--- src/rtl/cache_ctrl_nway.sv ---
// N-way set-associative cache controller: lookup, dirty writeback, line fill, memory stall timeout.
// Optional saturating hit/miss/writeback counters when CACHE_PERF_CNT_EN is defined.
module cache_ctrl_nway #(
    parameter int WAYS        = 4,
    parameter int LINE_BEATS  = 8,
    parameter int MEM_TIMEOUT = 255
) (
    input  logic                          clk,
    input  logic                          rst_n,
    input  logic                          cpu_read,
    input  logic                          cpu_write,
    input  logic [WAYS-1:0]               hit_way,
    input  logic [WAYS-1:0]               is_valid,
    input  logic [WAYS-1:0]               is_dirty,
    input  logic [$clog2(WAYS)-1:0]       victim_way,
    input  logic                          mem_ready,
    input  logic                          mem_beat_valid,
    output logic                          cpu_mem_valid,
    output logic                          cpu_busy,
    output logic [$clog2(WAYS)-1:0]       way_sel,
    output logic [$clog2(LINE_BEATS)-1:0] beat_idx,
    output logic                          load_data_word,
    output logic                          load_data_line,
    output logic                          load_tag,
    output logic                          meta_write,
    output logic                          meta_valid,
    output logic                          meta_dirty,
    output logic                          lru_touch,
    output logic                          data_in_select,
    output logic                          mem_read,
    output logic                          mem_write,
    output logic                          error
`ifdef CACHE_PERF_CNT_EN
    ,
    output logic [31:0]                   hit_cnt,
    output logic [31:0]                   miss_cnt,
    output logic [31:0]                   wb_cnt
`endif
);

    localparam int WW = $clog2(WAYS);
    localparam int BW = $clog2(LINE_BEATS);

    // state      | meaning
    // IDLE       | waiting for a CPU request
    // LOOKUP     | tag compare; hit completes, miss picks victim
    // WB_REQ     | writeback request held until accepted
    // WB_BEATS   | victim line streamed out to memory
    // FILL_REQ   | fill request held until accepted
    // FILL_BEATS | line streamed in, then tag/meta written and lookup replayed
    // ERROR      | one-cycle error pulse (multi-hit or memory timeout)
    typedef enum logic [2:0] {
        S_IDLE, S_LOOKUP, S_WB_REQ, S_WB_BEATS, S_FILL_REQ, S_FILL_BEATS, S_ERROR
    } state_t;

    state_t          state_q, state_d;
    logic            op_wr_q, op_wr_d;
    logic            replay_q, replay_d;
    logic [WW-1:0]   way_q, way_d;
    logic [BW-1:0]   beat_q, beat_d;
    logic [15:0]     tmo_q, tmo_d;

    logic [WAYS-1:0] v;
    logic            v_any, v_multi;
    logic [WW-1:0]   v_idx;
    logic            last_beat, mem_state, progress;

    assign v         = hit_way & is_valid;
    assign v_any     = |v;
    assign v_multi   = (v & (v - WAYS'(1))) != '0;
    assign last_beat = beat_q == BW'(LINE_BEATS - 1);
    assign mem_state = (state_q == S_WB_REQ) || (state_q == S_WB_BEATS) ||
                       (state_q == S_FILL_REQ) || (state_q == S_FILL_BEATS);

    always_comb begin
        v_idx = '0;
        for (int i = 0; i < WAYS; i++) begin
            if (v[i]) v_idx = WW'(i);
        end
    end

    always_comb begin
        state_d        = state_q;
        op_wr_d        = op_wr_q;
        replay_d       = replay_q;
        way_d          = way_q;
        beat_d         = beat_q;
        tmo_d          = '0;
        progress       = 1'b0;
        cpu_mem_valid  = 1'b0;
        load_data_word = 1'b0;
        load_data_line = 1'b0;
        load_tag       = 1'b0;
        meta_write     = 1'b0;
        meta_valid     = 1'b0;
        meta_dirty     = 1'b0;
        lru_touch      = 1'b0;
        data_in_select = 1'b0;
        mem_read       = 1'b0;
        mem_write      = 1'b0;
        error          = 1'b0;

        case (state_q)
            S_IDLE: begin
                if (cpu_write || cpu_read) begin
                    op_wr_d  = cpu_write;
                    replay_d = 1'b0;
                    state_d  = S_LOOKUP;
                    // Pre-load the hit way so the registered way_sel is valid in LOOKUP.
                    if (v_any && !v_multi) way_d = v_idx;
                end
            end
            S_LOOKUP: begin
                replay_d = 1'b0;
                if (v_multi) begin
                    state_d = S_ERROR;
                end else if (v_any) begin
                    way_d         = v_idx;
                    lru_touch     = 1'b1;
                    cpu_mem_valid = 1'b1;
                    if (op_wr_q) begin
                        load_data_word = 1'b1;
                        meta_write     = 1'b1;
                        meta_valid     = 1'b1;
                        meta_dirty     = 1'b1;
                    end
                    state_d = S_IDLE;
                end else begin
                    way_d   = victim_way;
                    beat_d  = '0;
                    state_d = (is_valid[victim_way] && is_dirty[victim_way]) ? S_WB_REQ : S_FILL_REQ;
                end
            end
            S_WB_REQ: begin
                mem_write = 1'b1;
                if (mem_ready) begin
                    progress = 1'b1;
                    beat_d   = '0;
                    state_d  = S_WB_BEATS;
                end
            end
            S_WB_BEATS: begin
                if (mem_beat_valid) begin
                    progress = 1'b1;
                    if (last_beat) begin
                        beat_d  = '0;
                        state_d = S_FILL_REQ;
                    end else begin
                        beat_d = beat_q + BW'(1);
                    end
                end
            end
            S_FILL_REQ: begin
                mem_read = 1'b1;
                if (mem_ready) begin
                    progress = 1'b1;
                    beat_d   = '0;
                    state_d  = S_FILL_BEATS;
                end
            end
            S_FILL_BEATS: begin
                if (mem_beat_valid) begin
                    progress       = 1'b1;
                    load_data_line = 1'b1;
                    data_in_select = 1'b1;
                    if (last_beat) begin
                        load_tag   = 1'b1;
                        meta_write = 1'b1;
                        meta_valid = 1'b1;
                        beat_d     = '0;
                        replay_d   = 1'b1;
                        state_d    = S_LOOKUP;
                    end else begin
                        beat_d = beat_q + BW'(1);
                    end
                end
            end
            S_ERROR: begin
                error   = 1'b1;
                state_d = S_IDLE;
            end
            default: state_d = S_IDLE;
        endcase

        // tmo_q counts consecutive stalled cycles; the MEM_TIMEOUT-th stall aborts.
        if (mem_state && !progress) begin
            if (tmo_q == 16'(MEM_TIMEOUT - 1)) begin
                state_d = S_ERROR;
            end else begin
                tmo_d = tmo_q + 16'd1;
            end
        end
    end

    always_ff @(posedge clk or negedge rst_n) begin
        if (!rst_n) begin
            state_q  <= S_IDLE;
            op_wr_q  <= 1'b0;
            replay_q <= 1'b0;
            way_q    <= '0;
            beat_q   <= '0;
            tmo_q    <= '0;
        end else begin
            state_q  <= state_d;
            op_wr_q  <= op_wr_d;
            replay_q <= replay_d;
            way_q    <= way_d;
            beat_q   <= beat_d;
            tmo_q    <= tmo_d;
        end
    end

    assign cpu_busy = state_q != S_IDLE;
    assign way_sel  = way_q;
    assign beat_idx = beat_q;

`ifdef CACHE_PERF_CNT_EN
    logic [31:0] hit_cnt_q, miss_cnt_q, wb_cnt_q;
    logic        hit_inc, miss_inc, wb_inc;

    assign hit_inc  = (state_q == S_LOOKUP) && v_any && !v_multi && !replay_q;
    assign miss_inc = (state_q == S_LOOKUP) && !v_any;
    assign wb_inc   = (state_q == S_WB_REQ) && mem_ready;

    always_ff @(posedge clk or negedge rst_n) begin
        if (!rst_n) begin
            hit_cnt_q  <= '0;
            miss_cnt_q <= '0;
            wb_cnt_q   <= '0;
        end else begin
            if (hit_inc && hit_cnt_q != '1)   hit_cnt_q  <= hit_cnt_q + 32'd1;
            if (miss_inc && miss_cnt_q != '1) miss_cnt_q <= miss_cnt_q + 32'd1;
            if (wb_inc && wb_cnt_q != '1)     wb_cnt_q   <= wb_cnt_q + 32'd1;
        end
    end

    assign hit_cnt  = hit_cnt_q;
    assign miss_cnt = miss_cnt_q;
    assign wb_cnt   = wb_cnt_q;
`endif

endmodule
--- config.mk ---
export PLATFORM = sky130hd
export DESIGN_NAME = cache_ctrl_nway
export DESIGN_NICKNAME = d
export VERILOG_FILES = /design/src/rtl/cache_ctrl_nway.sv
export SDC_FILE = /design/constraint.sdc
export NUM_CORES = 1
export LEC_CHECK = 0
export CAP_MARGIN = 0
export CORE_ASPECT_RATIO = 1.1
export CORE_MARGIN = 3
export CORE_UTILIZATION = 30
export DETAILED_ROUTE_END_ITERATION = 7
export MAX_ROUTING_LAYER = met4
export PLACE_DENSITY_LB_ADDON = 0.3
export SLEW_MARGIN = 25
export SYNTH_ARGS = -nofsm -noshare
export SYNTH_HDL_FRONTEND = slang
export SYNTH_SLANG_ARGS = --single-unit
--- constraint.sdc ---
create_clock -name clk -period 3.5 [get_ports clk]
set_input_delay 0.7 -clock clk [delete_from_list [all_inputs] [get_ports clk]]
set_output_delay 0.7 -clock clk [all_outputs]
set_load 0.05 [all_outputs]
==> results of run 1 <==
-- cell type report --
class	count	area [µm²]	share of cell area
sequential	25	625.6	0.2900
timing repair buffer	39	445.4	0.2065
clock buffer	4	45.04	0.02088
inverter	6	22.52	0.01044
multi-input combinational	133	928.4	0.4304
tap	72	90.09	0.04176
-- sequential cells by signal, summed over array words and instances, names as in the netlist --
signal,cells
beat_idx,3
op_wr_q,1
state_q,3
tmo_q,16
way_sel,2
-- cell usage after synthesis (2+ instances only) --
library cell / number
buf_4: 4
xor2_1: 6
a32oi_1: 2
nand4_1: 5
xnor2_1: 10
a22oi_1: 3
ha_1: 5
nor2b_1: 5
nor2_1: 22
o31ai_1: 2
buf_2: 2
a211oi_1: 2
and3_1: 4
nand3_1: 7
dfrtp_1: 25
a222oi_1: 2
nor4_1: 3
and2_1: 3
mux2_2: 7
inv_1: 6
nor3_1: 6
nand2_1: 16
-- cell usage in the layout, fill, tap and decap left out, types with 2 or more instances in the layout --
cell,Yosys,routed
a211oi_1,2,2
a222oi_1,2,2
a22oi_1,3,3
a32oi_1,2,2
and2_1,3,3
and3_1,4,4
buf_12,1,6
buf_4,4,2
clkbuf_8,0,3
clkdlybuf4s50_1,0,31
dfrtp_1,25,25
ha_1,5,5
inv_1,6,6
mux2_2,7,7
nand2_1,16,16
nand3_1,7,7
nand4_1,5,5
nor2_1,22,22
nor2b_1,5,5
nor3_1,6,6
nor4_1,3,3
o31ai_1,2,2
xnor2_1,10,10
xor2_1,6,6
-- critical path: cells and delay by family --
family | cells | cell delay, ns
buffers and inverters | 3 | 0.73
AND/OR/NAND/NOR | 1 | 0.34
AO/OA/AOI/OAI | 2 | 0.73
-- worst min-delay path by stage --
stage | startpoint | end | depth (start not counted)
4_1_cts | way_sel[0]$_DFFE_PN0P_ | way_sel[0]$_DFFE_PN0P_ | 1
3_5_place_dp | way_sel[0]$_DFFE_PN0P_ | way_sel[0]$_DFFE_PN0P_ | 1
6_report | way_sel[0]$_DFFE_PN0P_ | way_sel[0]$_DFFE_PN0P_ | 1
2_1_floorplan | rst_n | beat_idx[0]$_DFFE_PN0P_ | 0
3_3_place_gp | way_sel[1]$_DFFE_PN0P_ | way_sel[1]$_DFFE_PN0P_ | 1
5_1_grt | way_sel[0]$_DFFE_PN0P_ | way_sel[0]$_DFFE_PN0P_ | 1
-- layer usage --
layer,vias up,global-route usage
met5,-,-
met4,0,0.02471
met3,2,0.02592
met2,28,0.1783
met1,640,0.1468
li1,684,-
-- stage by stage --
stage | setup slack [ns] | instance area [µm²] | instances | util
floorplan | 0.4157 | 1652 | 173 | -
global placement | 0.2902 | 2112 | 275 | 0.4086
detailed placement | 0.2614 | 2112 | 275 | 0.4086
CTS | 0.2589 | 2157 | 279 | 0.4173
global route | 0.1238 | 2157 | 279 | 0.4173
finish | 0.2926 | 2157 | 279 | 0.4173
-- power groups by stage --
stage                     Clock [mW]  Sequential (mW)  Combinational [mW]
after floorplan                    0            0.454               0.580
after global placement             0            0.436               0.769
after detailed placement           0            0.435               0.769
after CTS                      0.183            0.429               0.770
after global routing           0.194            0.445               0.831
final                          0.172            0.429               0.761
-- logic make-up (layout without fill, tap and decap cells) --
kind of cell	count (synthesis)	in the layout	share of synthesized area
and+or+nand+nor	81	81	0.2644
muxes	8	8	0.06137
xor gates and xnor gates	16	16	0.08485
AOI/OAI and AO/OA	22	22	0.1076
adders and majority gates	6	6	0.04394
DFF	25	25	0.3788
buffers and inverters	15	49	0.05909
==> reports/results.ini, run 1 <==
[sta]
maxSlewHeadroom=0.5963
finalSetupTns_ns=0
hold_violations=0
tightestPinTransition_ns=0.6055
period_share=0.9164
rsz0062_at_grt=false
slew_viol_final=0
timing.final.crit_period_ns=3.207
fin_hold_ws_ns=0.5110
setup_viol=0
fmax_mhz=311.8
skew_ns=0.007335

[power_and_ir_drop]
p_leak_nw=0.8713
switchingPower_mw=0.6302
p_seq_frac=0.315
vdd_drop_max_v=0.0003974
p_sw_frac=0.4628
clock_power_share=0.126
p_total_mw=1.362
intPower_mw=0.7316
combPwrFrac=0.559
p_per_area_nw_per_um2=631.3

[clocking]
cts_resized=0
clk_latency_ns=0.27
cts_setup_buffers=0
clkSlewWorstSetupHoldPaths_ns=0.08
h-tree-depth=1
clockRootBuffer=clkbuf_8
cts_buffer_depth=2
clock-sinks=25
hold_buffers=0
tritoncts=done
cts_buffers=3

[worst_setup_path]
r2r_end=tmo_q[7]$_DFF_PN0_
rrSetupSlack_ns=1.47
crit_slowest_cell=clkdlybuf4s50_1
cp-start-kind=input port
rr_startpoint=state_q[0]$_DFF_PN0_
rr_worst_depth=4
path_class=in -> out
required_ns=2.80
crit_fanout=6
startpoint=is_valid[1]
cp.arrival_ns=2.51
cp-end-kind=output pin
critPathMaxStageDelay_ns=0.49
crit_end=meta_dirty
cp_cell_sequence=clkdlybuf4s50_1 > a22oi_1 > inv_1 > o211ai_1 > and3_1 > buf_12

[global_route]
antenna_found_initial=0
grt_max_degree=26
grt_pass1_vias=1280
grt_pass1_wl_mm=5.975
overflow=0
track_usage=0.1127

[final_layout]
nFillCells=506
nNetsFinal=233
diodes=0
areaGrowthSynthToFinish_pct=30.61
layout-drive-gt1-share=0.1208

[place]
gp_congestion=0.8603
portBuffers=37
dp_hpwl_mm=2.553

[detailed_routing]
remaining_drc_errors=0
drt-met1-wl_mm=1.600
drtIter0Drc=96
totalWireLength_mm=3.398
top_layer_used=met4
met2_wirelength_mm=1.633
routedWlPerCell_um=12.18
dr_total_vias=1354
drt_first_pass_iters=4
dr_wl_met3_um=144
antenna_left=0
viasPerCell=4.853

[hold_path]
hold_path.class=reg -> reg

[yosys]
synth_ff_type=dfrtp_1
netlist_area_um2=1652
synth-seq-cells=25
async_reset_ff_frac=1.000
synth-edff-count=0
synthDistinctLibCells=48
synth_cells=173
yosys.area.top_type_share=0.3788
synthTopCellsByArea=dfrtp_1 (38%), xnor2_1 (5.3%), nor2_1 (5.0%)
avgSynthCellArea_um2=9.547
synth.largest_area_cell=dfrtp_1
yosysWarnings=0
synth_fp_nets=198
ys_seq_area_frac=0.3788

[job]
cap_viol_max_count=0

[outcome]
status=complete, no violations

[floorplan]
num_rows=27
initial_core_util=0.3195
io_pins=38
chipHeight_um=83.82
coreArea_um2=5169
dieWidth_um=76.75
die_area_um2=6433

(Power assumes the default switching activity.)
==> run 2: changes to the inputs <==
- TNS_END_PERCENT: unset -> 10
==> results of run 2 <==
The final DEF is identical to that of run 1; final timing and power are the same.
